--- config.mk ---
export PLATFORM = sky130hd
export DESIGN_NAME = vlc_ac_run_level_sched
export DESIGN_NICKNAME = d
export VERILOG_FILES = /design/src/rtl/vlc_ac_run_level_sched.sv
export SDC_FILE = /design/constraint.sdc
export NUM_CORES = 1
export LEC_CHECK = 0
export BUFFER_PORTS_ARGS = -buffer_cell sky130_fd_sc_hd__buf_2
export CORE_MARGIN = 5
export CORE_UTILIZATION = 45
export DETAILED_ROUTE_END_ITERATION = 10
export PLACE_DENSITY = 0.8
export SKIP_LAST_GASP = 1
export SLEW_MARGIN = 10
export SYNTH_ARGS = -nofsm -noshare
export SYNTH_HDL_FRONTEND = slang
export SYNTH_SLANG_ARGS = --single-unit
export TNS_END_PERCENT = 50
--- constraint.sdc ---
create_clock -name clk -period 2.15 [get_ports clk]
set_input_delay 0.3225 -clock clk [delete_from_list [all_inputs] [get_ports clk]]
set_output_delay 0.3225 -clock clk [all_outputs]
set_load 0.05 [all_outputs]
--- src/rtl/vlc_ac_run_level_sched.sv ---
// ============================================================================
// Module  : vlc_ac_run_level_sched
// Brief   : AC run/level sequencer feeding an exp-Golomb coder, with a tag
//           pipeline that aligns the coder's delayed results for the packer.
// Revision: 1.0
// ============================================================================
`default_nettype none

module vlc_ac_run_level_sched #(
    parameter int N_AC   = 63,
    parameter int CW_LAT = 2
) (
    input  logic        clk,
    input  logic        reset,
    input  logic        in_valid,
    output logic        in_ready,
    input  logic [15:0] in_coef,
    input  logic        hold,
    output logic        cw_issue,
    output logic [31:0] cw_val,
    output logic [2:0]  cw_k,
    output logic [1:0]  cw_is_add_setbit,
    output logic        cw_is_ac_level,
    output logic        cw_is_ac_minus_n,
    input  logic [31:0] gc_sum,
    input  logic [31:0] gc_len,
    output logic        len_valid,
    output logic        len_is_level,
    output logic [31:0] out_sum,
    output logic [31:0] out_len,
    output logic        blk_end,
    output logic        busy
);

    localparam int              c_IW       = $clog2(N_AC);
    localparam logic [c_IW-1:0] c_IDX_LAST = c_IW'(N_AC - 1);
    localparam logic [c_IW-1:0] c_RUN_MAX  = c_IW'(N_AC - 1);
    localparam logic [c_IW-1:0] c_PRUN_RST = c_IW'(4);
    localparam logic [16:0]     c_PLVL_RST = 17'd1;

    typedef enum logic [1:0] {
        COUNT     = 2'd0,
        RUN_GAP   = 2'd1,
        LEVEL     = 2'd2,
        LEVEL_GAP = 2'd3
    } state_t;

    state_t          r_state;
    logic [c_IW-1:0] r_idx;
    logic [c_IW-1:0] r_run;
    logic [c_IW-1:0] r_prev_run;
    logic [16:0]     r_prev_lvl;
    logic [16:0]     r_mag;
    logic            r_sign;
    logic            r_last;
    logic [31:0]     r_cw_val;
    logic [2:0]      r_cw_k;
    logic            r_cw_lvl;
    logic            r_cw_minus;
    logic [2:0]      r_tag [CW_LAT];

    logic            w_accept;
    logic            w_nz;
    logic            w_idx_last;
    logic [16:0]     w_sx;
    logic [16:0]     w_mag;
    logic            w_issue_run;
    logic            w_issue_lvl;
    logic [31:0]     w_run_val;
    logic [31:0]     w_lvl_val;
    logic [2:0]      w_k_run;
    logic [2:0]      w_k_lvl;
    logic [2:0]      w_tag_in;
    logic            w_tag_any;

    function automatic logic [2:0] k_sel(input logic [16:0] p);
        if (p <= 17'd1)      return 3'd0;
        else if (p <= 17'd3) return 3'd1;
        else                 return 3'd2;
    endfunction

    assign in_ready    = (r_state == COUNT) && !hold;
    assign w_accept    = in_valid && in_ready;
    assign w_nz        = (in_coef != 16'd0);
    assign w_idx_last  = (r_idx == c_IDX_LAST);
    // Sign-extend before negating so -32768 yields a magnitude of 32768.
    assign w_sx        = {in_coef[15], in_coef};
    assign w_mag       = in_coef[15] ? (~w_sx + 17'd1) : w_sx;

    assign w_issue_run = w_accept && w_nz;
    assign w_issue_lvl = (r_state == LEVEL) && !hold;
    assign w_run_val   = {{(32 - c_IW){1'b0}}, r_run};
    assign w_lvl_val   = {15'd0, r_mag - 17'd1};
    assign w_k_run     = k_sel({{(17 - c_IW){1'b0}}, r_prev_run});
    assign w_k_lvl     = k_sel(r_prev_lvl);

    // Coder inputs are live on the issue cycle and otherwise hold their last value.
    assign cw_issue         = w_issue_run || w_issue_lvl;
    assign cw_val           = w_issue_run ? w_run_val : (w_issue_lvl ? w_lvl_val : r_cw_val);
    assign cw_k             = w_issue_run ? w_k_run   : (w_issue_lvl ? w_k_lvl   : r_cw_k);
    assign cw_is_ac_level   = w_issue_run ? 1'b0      : (w_issue_lvl ? 1'b1      : r_cw_lvl);
    assign cw_is_ac_minus_n = w_issue_lvl ? r_sign    : r_cw_minus;
    assign cw_is_add_setbit = 2'b00;

    // Tag layout {valid, is_level, last}; an end-only tag has valid clear.
    always_comb begin
        w_tag_in = 3'b000;
        if (w_issue_run)
            w_tag_in = 3'b100;
        else if (w_issue_lvl)
            w_tag_in = {2'b11, r_last};
        else if (w_accept && w_idx_last)
            w_tag_in = 3'b001;
    end

    always_comb begin
        w_tag_any = 1'b0;
        for (int i = 0; i < CW_LAT; i++)
            w_tag_any = w_tag_any | (|r_tag[i]);
    end

    assign len_valid    = r_tag[CW_LAT-1][2];
    assign len_is_level = r_tag[CW_LAT-1][1];
    assign blk_end      = r_tag[CW_LAT-1][0];
    assign out_sum      = len_valid ? gc_sum : 32'd0;
    assign out_len      = len_valid ? gc_len : 32'd0;
    assign busy         = (r_state != COUNT) || w_tag_any;

    always_ff @(posedge clk) begin
        if (reset) begin
            r_state    <= COUNT;
            r_idx      <= '0;
            r_run      <= '0;
            r_prev_run <= c_PRUN_RST;
            r_prev_lvl <= c_PLVL_RST;
            r_mag      <= '0;
            r_sign     <= 1'b0;
            r_last     <= 1'b0;
            r_cw_val   <= '0;
            r_cw_k     <= '0;
            r_cw_lvl   <= 1'b0;
            r_cw_minus <= 1'b0;
            for (int i = 0; i < CW_LAT; i++)
                r_tag[i] <= 3'b000;
        end else begin
            r_cw_val   <= cw_val;
            r_cw_k     <= cw_k;
            r_cw_lvl   <= cw_is_ac_level;
            r_cw_minus <= cw_is_ac_minus_n;
            r_tag[0]   <= w_tag_in;
            for (int i = 1; i < CW_LAT; i++)
                r_tag[i] <= r_tag[i-1];

            case (r_state)
                COUNT: begin
                    if (w_accept) begin
                        r_idx <= w_idx_last ? '0 : r_idx + 1'b1;
                        if (w_nz) begin
                            r_mag   <= w_mag;
                            r_sign  <= in_coef[15];
                            r_last  <= w_idx_last;
                            r_state <= RUN_GAP;
                        end else if (w_idx_last) begin
                            r_run      <= '0;
                            r_prev_run <= c_PRUN_RST;
                            r_prev_lvl <= c_PLVL_RST;
                        end else if (r_run != c_RUN_MAX) begin
                            r_run <= r_run + 1'b1;
                        end
                    end
                end
                RUN_GAP: r_state <= LEVEL;
                LEVEL: begin
                    if (!hold) begin
                        r_run <= '0;
                        // Context restarts once the block's final level has been issued.
                        if (r_last) begin
                            r_prev_run <= c_PRUN_RST;
                            r_prev_lvl <= c_PLVL_RST;
                        end else begin
                            r_prev_run <= r_run;
                            r_prev_lvl <= r_mag;
                        end
                        r_last  <= 1'b0;
                        r_state <= LEVEL_GAP;
                    end
                end
                LEVEL_GAP: r_state <= COUNT;
                default:   r_state <= COUNT;
            endcase
        end
    end

endmodule

`default_nettype wire
After elaboration in Yosys (flattened, before gate mapping)
Memories as Yosys holds them, arrays and structs flattened.
Index checks and enable logic that the tools add are counted.
- bits in registers: 93
- RAM bits: 6
- bits of input ports: 84
- output and inout bits: 109
- word-level logic and storage cells: 105
- memories: 1
- memory list (memory ; depth ; bits a word ; read ports ; clocked after memory_dff ; write ports ; line ; RTL):
    r_tag ; 2 ; 3 ; 2 ; 0 ; 2 ; 60 ; logic [2:0] r_tag [CW_LAT];
- $add $sub $neg: 4
- order comparisons: 4
- equal/unequal tests: 11
- multiplexer cells: 49
- bitwise logic cells: 4
- reductions and logical operators: 20
- operator list (operator ; count):
    $mux W32 ; 4
    $mux W17 ; 6
    $mux W6 ; 11
    $pmux W17 S2 ; 1
    $pmux W6 S2 ; 2
    $mux W3 ; 7
    $add A17 B1 Y17 const B ; 1
    $le A17 B1 Y1 const B ; 1
    $le A17 B2 Y1 const B ; 1
    $not A17 Y17 ; 1
    $sub A17 B1 Y17 const B ; 1
    $reduce_bool A16 Y1 ; 1
    $add A6 B1 Y6 const B ; 2
    $mux W2 ; 6
    $mux W1 ; 10
    $ne A2 B2 Y1 const B ; 5
    $reduce_and A5 Y1 ; 2
    $pmux W2 S4 ; 1
    $eq A6 B6 Y1 const B ; 1
    $le A6 B1 Y1 const B ; 1
    $le A6 B2 Y1 const B ; 1
    $ne A6 B6 Y1 const B ; 1
    $reduce_and A3 Y1 ; 2
    $reduce_or A3 Y1 ; 2
    other kinds (12) ; 21

Logic depth before layout (Yosys ltp)
- depth after elaboration: 8
- gate-level depth with buffers: 8
- mapped depth without buffers: 7

Worst setup path before layout
OpenSTA, ideal clock, no wires.
- path kind: reg2out
- start: register r_mag[0]
- end: output port cw_val[10]
- arrival time: 2.827 ns
- setup slack: -1.000 ns
- cell stages (with the launch flop): 8
- path buffers: 0
- cells stage by stage: dfxtp_1 -> inv_1 -> ha_1 -> nor3b_1 -> nand2_1 -> or4_1 -> xor2_1 -> a211oi_1
- cells in the longest elaborated chain, start to end: 3
- RTL lines (item ; line ; RTL):
    start: declaration ; 53 ; logic [16:0] r_mag;
    start signal: assignment ; 159 ; r_mag <= w_mag;
    $sub A17 B1 Y17 ; 93 ; assign w_lvl_val = {15'd0, r_mag - 17'd1};
    $mux W32 (2 in series) ; 99 ; assign cw_val = w_issue_run ? w_run_val : (w_issue_lvl ? w_lvl_val : r_cw_val);
    end: declaration ; 20 ; output logic [31:0] cw_val,
No other way between the ends.

Worst setup path after layout
Same ends and word-level chain as after synthesis.

==> tab_implementation.tex <==
\begin{tabular}{lr}
\hline
Metric & Value \\
\hline
\multicolumn{2}{l}{\textbf{Cells and area}} \\
Post-layout nets & 994 \\
Most frequent standard cell in the layout excluding fill and tap cells & sky130\_fd\_sc\_hd\_\_buf\_2 \\
Area of all placed cells without fillers & 0.00832 mm2 \\
Share of post-route cells with drive strength above 1 & 0.481 \\
Area Overhead vs Synth & 65.8\% \\
Antenna cell count & 0 \\
Highest-count cells in the layout ignoring fill and taps & sky130\_fd\_sc\_hd\_\_buf\_2, sky130\_fd\_sc\_hd\_\_buf\_4, sky130\_fd\_sc\_hd\_\_dfxtp\_1 \\
\multicolumn{2}{l}{\textbf{CTS}} \\
Root Buffer & sky130\_fd\_sc\_hd\_\_clkbuf\_8 \\
Clock-pin slew of the registers on the worst-case setup and hold paths & 0.09 ns \\
Num Clock Sinks & 97 \\
Clk\_lat worst skew & 0.38 ns \\
TritonCTS clock tree & built \\
Maximum level of the CTS H-tree & 3 \\
CTS Buf Count & 9 \\
Longest Clk Path Bufs & 2 \\
\multicolumn{2}{l}{\textbf{Critical path}} \\
Register-to-register setup slack & -0.07 ns \\
Length in cells of the worst reg-to-reg path & 11 \\
CP Max Fanout & 3 \\
Cell Chain, Critical Path & inv\_2 -> ha\_4 -> nor3b\_4 -> nand2\_2 -> or4\_4 -> xor2\_2 -> a211oi\_4 -> buf\_6 \\
Element type at the critical path start & flip-flop \\
Origin of the critical flop-to-flop path & r\_state[1]\$\_SDFFE\_PP0P\_ \\
Worst setup path class & flip-flop to output port \\
Kind of cell adding the most delay to the critical path & simple AND/OR/NAND/NOR gates \\
Data required time at the worst endpoint & 1.83 ns \\
WP data arrival & 2.37 ns \\
Maximum single-stage delay on the critical path & 0.45 ns \\
Number of stages on the worst setup path & 8 \\
Crit path max-delay cell type & sky130\_fd\_sc\_hd\_\_or4\_4 \\
Reg-to-reg endpoint & r\_cw\_val[24]\$\_SDFF\_PP0\_ \\
WP buf/inv & 2 \\
Type of destination of the critical path & output port \\
\multicolumn{2}{l}{\textbf{Timing}} \\
Final Skew & 0.0101 ns \\
Worst hold slack & 0.319 ns \\
Final Hold Fails & 0 \\
Setup violators final & 60 \\
Worst-Margin Slew & 0.514 ns \\
Final Slew Violations & 0 \\
Clock period minus worst slack & 2.69 ns \\
Accumulated negative setup slack & -14.83 ns \\
Setup repair after global routing missed its margin & yes \\
Fmax & 0.372 GHz \\
Slew headroom & 0.655 \\
PnR worst setup slack & -0.541 ns \\
Tcrit/Tclk final & 1.25 \\
\multicolumn{2}{l}{\textbf{Min path}} \\
Worst hold stages & 2 \\
Capture endpoint of the worst hold path & r\_cw\_val[3]\$\_SDFF\_PP0\_ \\
Hold path startpoint & reset \\
Classification of the worst-slack hold path & primary input to flip-flop \\
\multicolumn{2}{l}{\textbf{Route}} \\
Number of DRC markers after the initial detailed-route iteration & 548 \\
Via total after detailed routing & 6023 \\
Met3 wirelength from detailed routing & 2040 um \\
ANT nets after route & 0 \\
Average routed wire per standard cell & 21.7 um \\
Uppermost layer routed & met4 \\
Mean number of vias per cell & 5.75 \\
WL met2 & 11500 um \\
Pre-antenna DRT Iters & 6 \\
Residual DRC & 0 \\
Overall routed net length & 22700 um \\
Wire length on met1 & 7860 um \\
\multicolumn{2}{l}{\textbf{Power}} \\
Switching component of the power & 2.92 mW \\
Pwr per Cell Area & 875 mW/mm2 \\
Pwr Total & 7.29 mW \\
Combinational fraction of design power & 0.517 \\
Cell leakage power & 3.77 nW \\
Internal & 4.36 mW \\
Relative contribution of sequential cells to total power & 0.281 \\
Max IR drop VDD & 0.661 mV \\
Net Sw Frac & 0.401 \\
Fraction of power consumed by the clock network & 0.201 \\
\multicolumn{2}{l}{\textbf{Logic synthesis}} \\
Number of flops mapped to enable cells by yosys & 0 \\
Register bit total from synthesis & 97 \\
Proportion of synthesized flip-flops having asynchronous set or reset & 0 \\
Unique masters post-synth & 52 \\
Sequential cell area fraction in the yosys report & 0.387 \\
Gate count of the mapped netlist & 608 \\
Total number of yosys warnings & 0 \\
Predominant post-synthesis flop cell & sky130\_fd\_sc\_hd\_\_dfxtp\_1 \\
Synthesized area per cell & 8.26 um2 \\
Area of the mapped netlist & 0.00502 mm2 \\
\multicolumn{2}{l}{\textbf{Die}} \\
Die footprint & 0.0134 mm2 \\
Area of the core & 0.0109 mm2 \\
Cell Rows & 38 \\
Floorplan die height & 116 um \\
Initial core utilization & 0.461 \\
IO Count & 193 \\
Die outline width & 116 um \\
\multicolumn{2}{l}{\textbf{Global route}} \\
Antenna violations before repair & 0 \\
GRT Residual Overflow & 0 \\
Pin count of the biggest net entering global routing & 37 \\
Via count of the first global-routing pass & 5537 \\
Global-route wire length before repair & 29300 um \\
Overall track demand over capacity in global routing & 0.286 \\
\multicolumn{2}{l}{\textbf{Placed design}} \\
Post-detailed-placement half-perimeter wirelength & 14800 um \\
Count of port buffers added during placement & 190 \\
Area after DPL & 0.00685 mm2 \\
Post-placement worst setup slack & -0.388 ns \\
Last weighted congestion value of the routability-driven placer & 0.978 \\
\multicolumn{2}{l}{\textbf{Outcome}} \\
Status & finished with violations \\
Violations in the final reports & setup timing \\
\multicolumn{2}{l}{\textbf{Flow run}} \\
Max Cap Viol & 0 \\
\hline
\end{tabular}
==> cells in the mapped netlist, types with 8 or more instances <==
cell type / instances / share of area
sky130_fd_sc_hd__a211oi_1: 23 / 0.034
sky130_fd_sc_hd__a21oi_1: 22 / 0.022
sky130_fd_sc_hd__and2_1: 84 / 0.10
sky130_fd_sc_hd__and3_1: 20 / 0.025
sky130_fd_sc_hd__clkbuf_1: 32 / 0.024
sky130_fd_sc_hd__dfxtp_1: 97 / 0.39
sky130_fd_sc_hd__ha_1: 8 / 0.020
sky130_fd_sc_hd__inv_1: 11 / 0.0082
sky130_fd_sc_hd__mux2i_1: 27 / 0.054
sky130_fd_sc_hd__nand2_1: 76 / 0.057
sky130_fd_sc_hd__nand3_1: 11 / 0.011
sky130_fd_sc_hd__nor2_1: 54 / 0.040
sky130_fd_sc_hd__nor2b_1: 8 / 0.010
sky130_fd_sc_hd__nor3_1: 8 / 0.0080
sky130_fd_sc_hd__nor4_1: 14 / 0.017
sky130_fd_sc_hd__o21ai_0: 13 / 0.013
sky130_fd_sc_hd__xnor2_1: 13 / 0.023
sky130_fd_sc_hd__xor2_1: 17 / 0.030
==> logic make-up (layout without fill, tap and decap cells) <==
logic type                 Yosys count  count (layout)  share of synthesized area
and+or+nand+nor                    307             307                      0.323
DFF                                 97              97                      0.387
AOI/OAI and AO/OA                   86              86                      0.116
buffers and inverters               51             349                     0.0449
xor gates and xnor gates            30              30                     0.0523
muxes                               28              28                     0.0561
adders and majority gates            8               8                     0.0199
other                                1               2                   0.000747
==> worst reg2reg max path, cell delays in order, from the launching register on <==
cell and delay, ns:
sky130_fd_sc_hd__dfxtp_2 0.36, sky130_fd_sc_hd__inv_2 0.05, sky130_fd_sc_hd__ha_2 0.17, sky130_fd_sc_hd__and3b_2 0.25
sky130_fd_sc_hd__o21a_4 0.16, sky130_fd_sc_hd__buf_12 0.14, sky130_fd_sc_hd__buf_4 0.18, sky130_fd_sc_hd__buf_4 0.16
sky130_fd_sc_hd__buf_4 0.16, sky130_fd_sc_hd__nor3_4 0.20, sky130_fd_sc_hd__buf_12 0.16, sky130_fd_sc_hd__and2_1 0.18
==> worst max-delay path by stage <==
stage            endpoint  slack, ns                  start
6_report       cw_val[10]      -0.54  r_mag[0]$_SDFFE_PP0P_
5_1_grt        cw_val[10]      -0.57  r_mag[0]$_SDFFE_PP0P_
4_1_cts        cw_val[10]      -0.46  r_mag[0]$_SDFFE_PP0P_
3_5_place_dp      cw_k[0]      -0.39            in_coef[10]
3_3_place_gp   cw_val[10]      -0.36            in_coef[10]
2_1_floorplan  cw_val[10]      -0.33            in_coef[10]
==> layout make-up <==
cell class | count | area, um2
clock inverters | 5 | 103
repair buffers | 322 | 2500
flip-flops and latches | 97 | 1950
inverters | 11 | 41.3
clock buffers | 11 | 141
fillers | 675 | 2560
multi-input cells | 461 | 3420
well taps | 140 | 175
==> power groups by stage <==
stage | clock (mW) | sequential, mW | combinational [mW]
CTS | 1.46 | 2.03 | 3.16
global placement | 0 | 2.05 | 2.62
finish | 1.47 | 2.05 | 3.77
detailed placement | 0 | 2.06 | 2.68
floorplan | 0 | 2.07 | 1.76
global route | 1.54 | 2.06 | 3.93
==> stage by stage <==
| stage | std cells | utilization |
|---|---|---|
| after global routing | 1047 | 0.765 |
| after detailed placement | 983 | 0.630 |
| after floorplan | 609 | - |
| after CTS | 1022 | 0.698 |
| after global placement | 983 | 0.630 |
| final | 1047 | 0.765 |
==> what timing repair did <==
item	in CTS	in global routing
hold buffers	0	0
gates cloned	0	3
setup endpoints to repair	38	95
setup buffers	32	27
gates resized for setup	81	146
pin swaps	26	8
==> state kept, by name (all words and copies together) (netlist names) <==
register / count
r_tag: 6
r_sign: 1
r_run: 6
r_last: 1
r_cw_lvl: 1
r_mag: 17
r_cw_minus: 1
r_cw_val: 32
r_prev_lvl: 16
r_cw_k: 3
r_idx: 6
r_prev_run: 5
r_state: 2
==> metal layers <==
metal | global-route usage | up-vias
met2 | 0.526 | 383
met3 | 0.0559 | 110
met1 | 0.320 | 2872
met5 | 0 | -
met4 | 0.123 | 0
li1 | - | 2658
(Power assumes the default switching activity.)
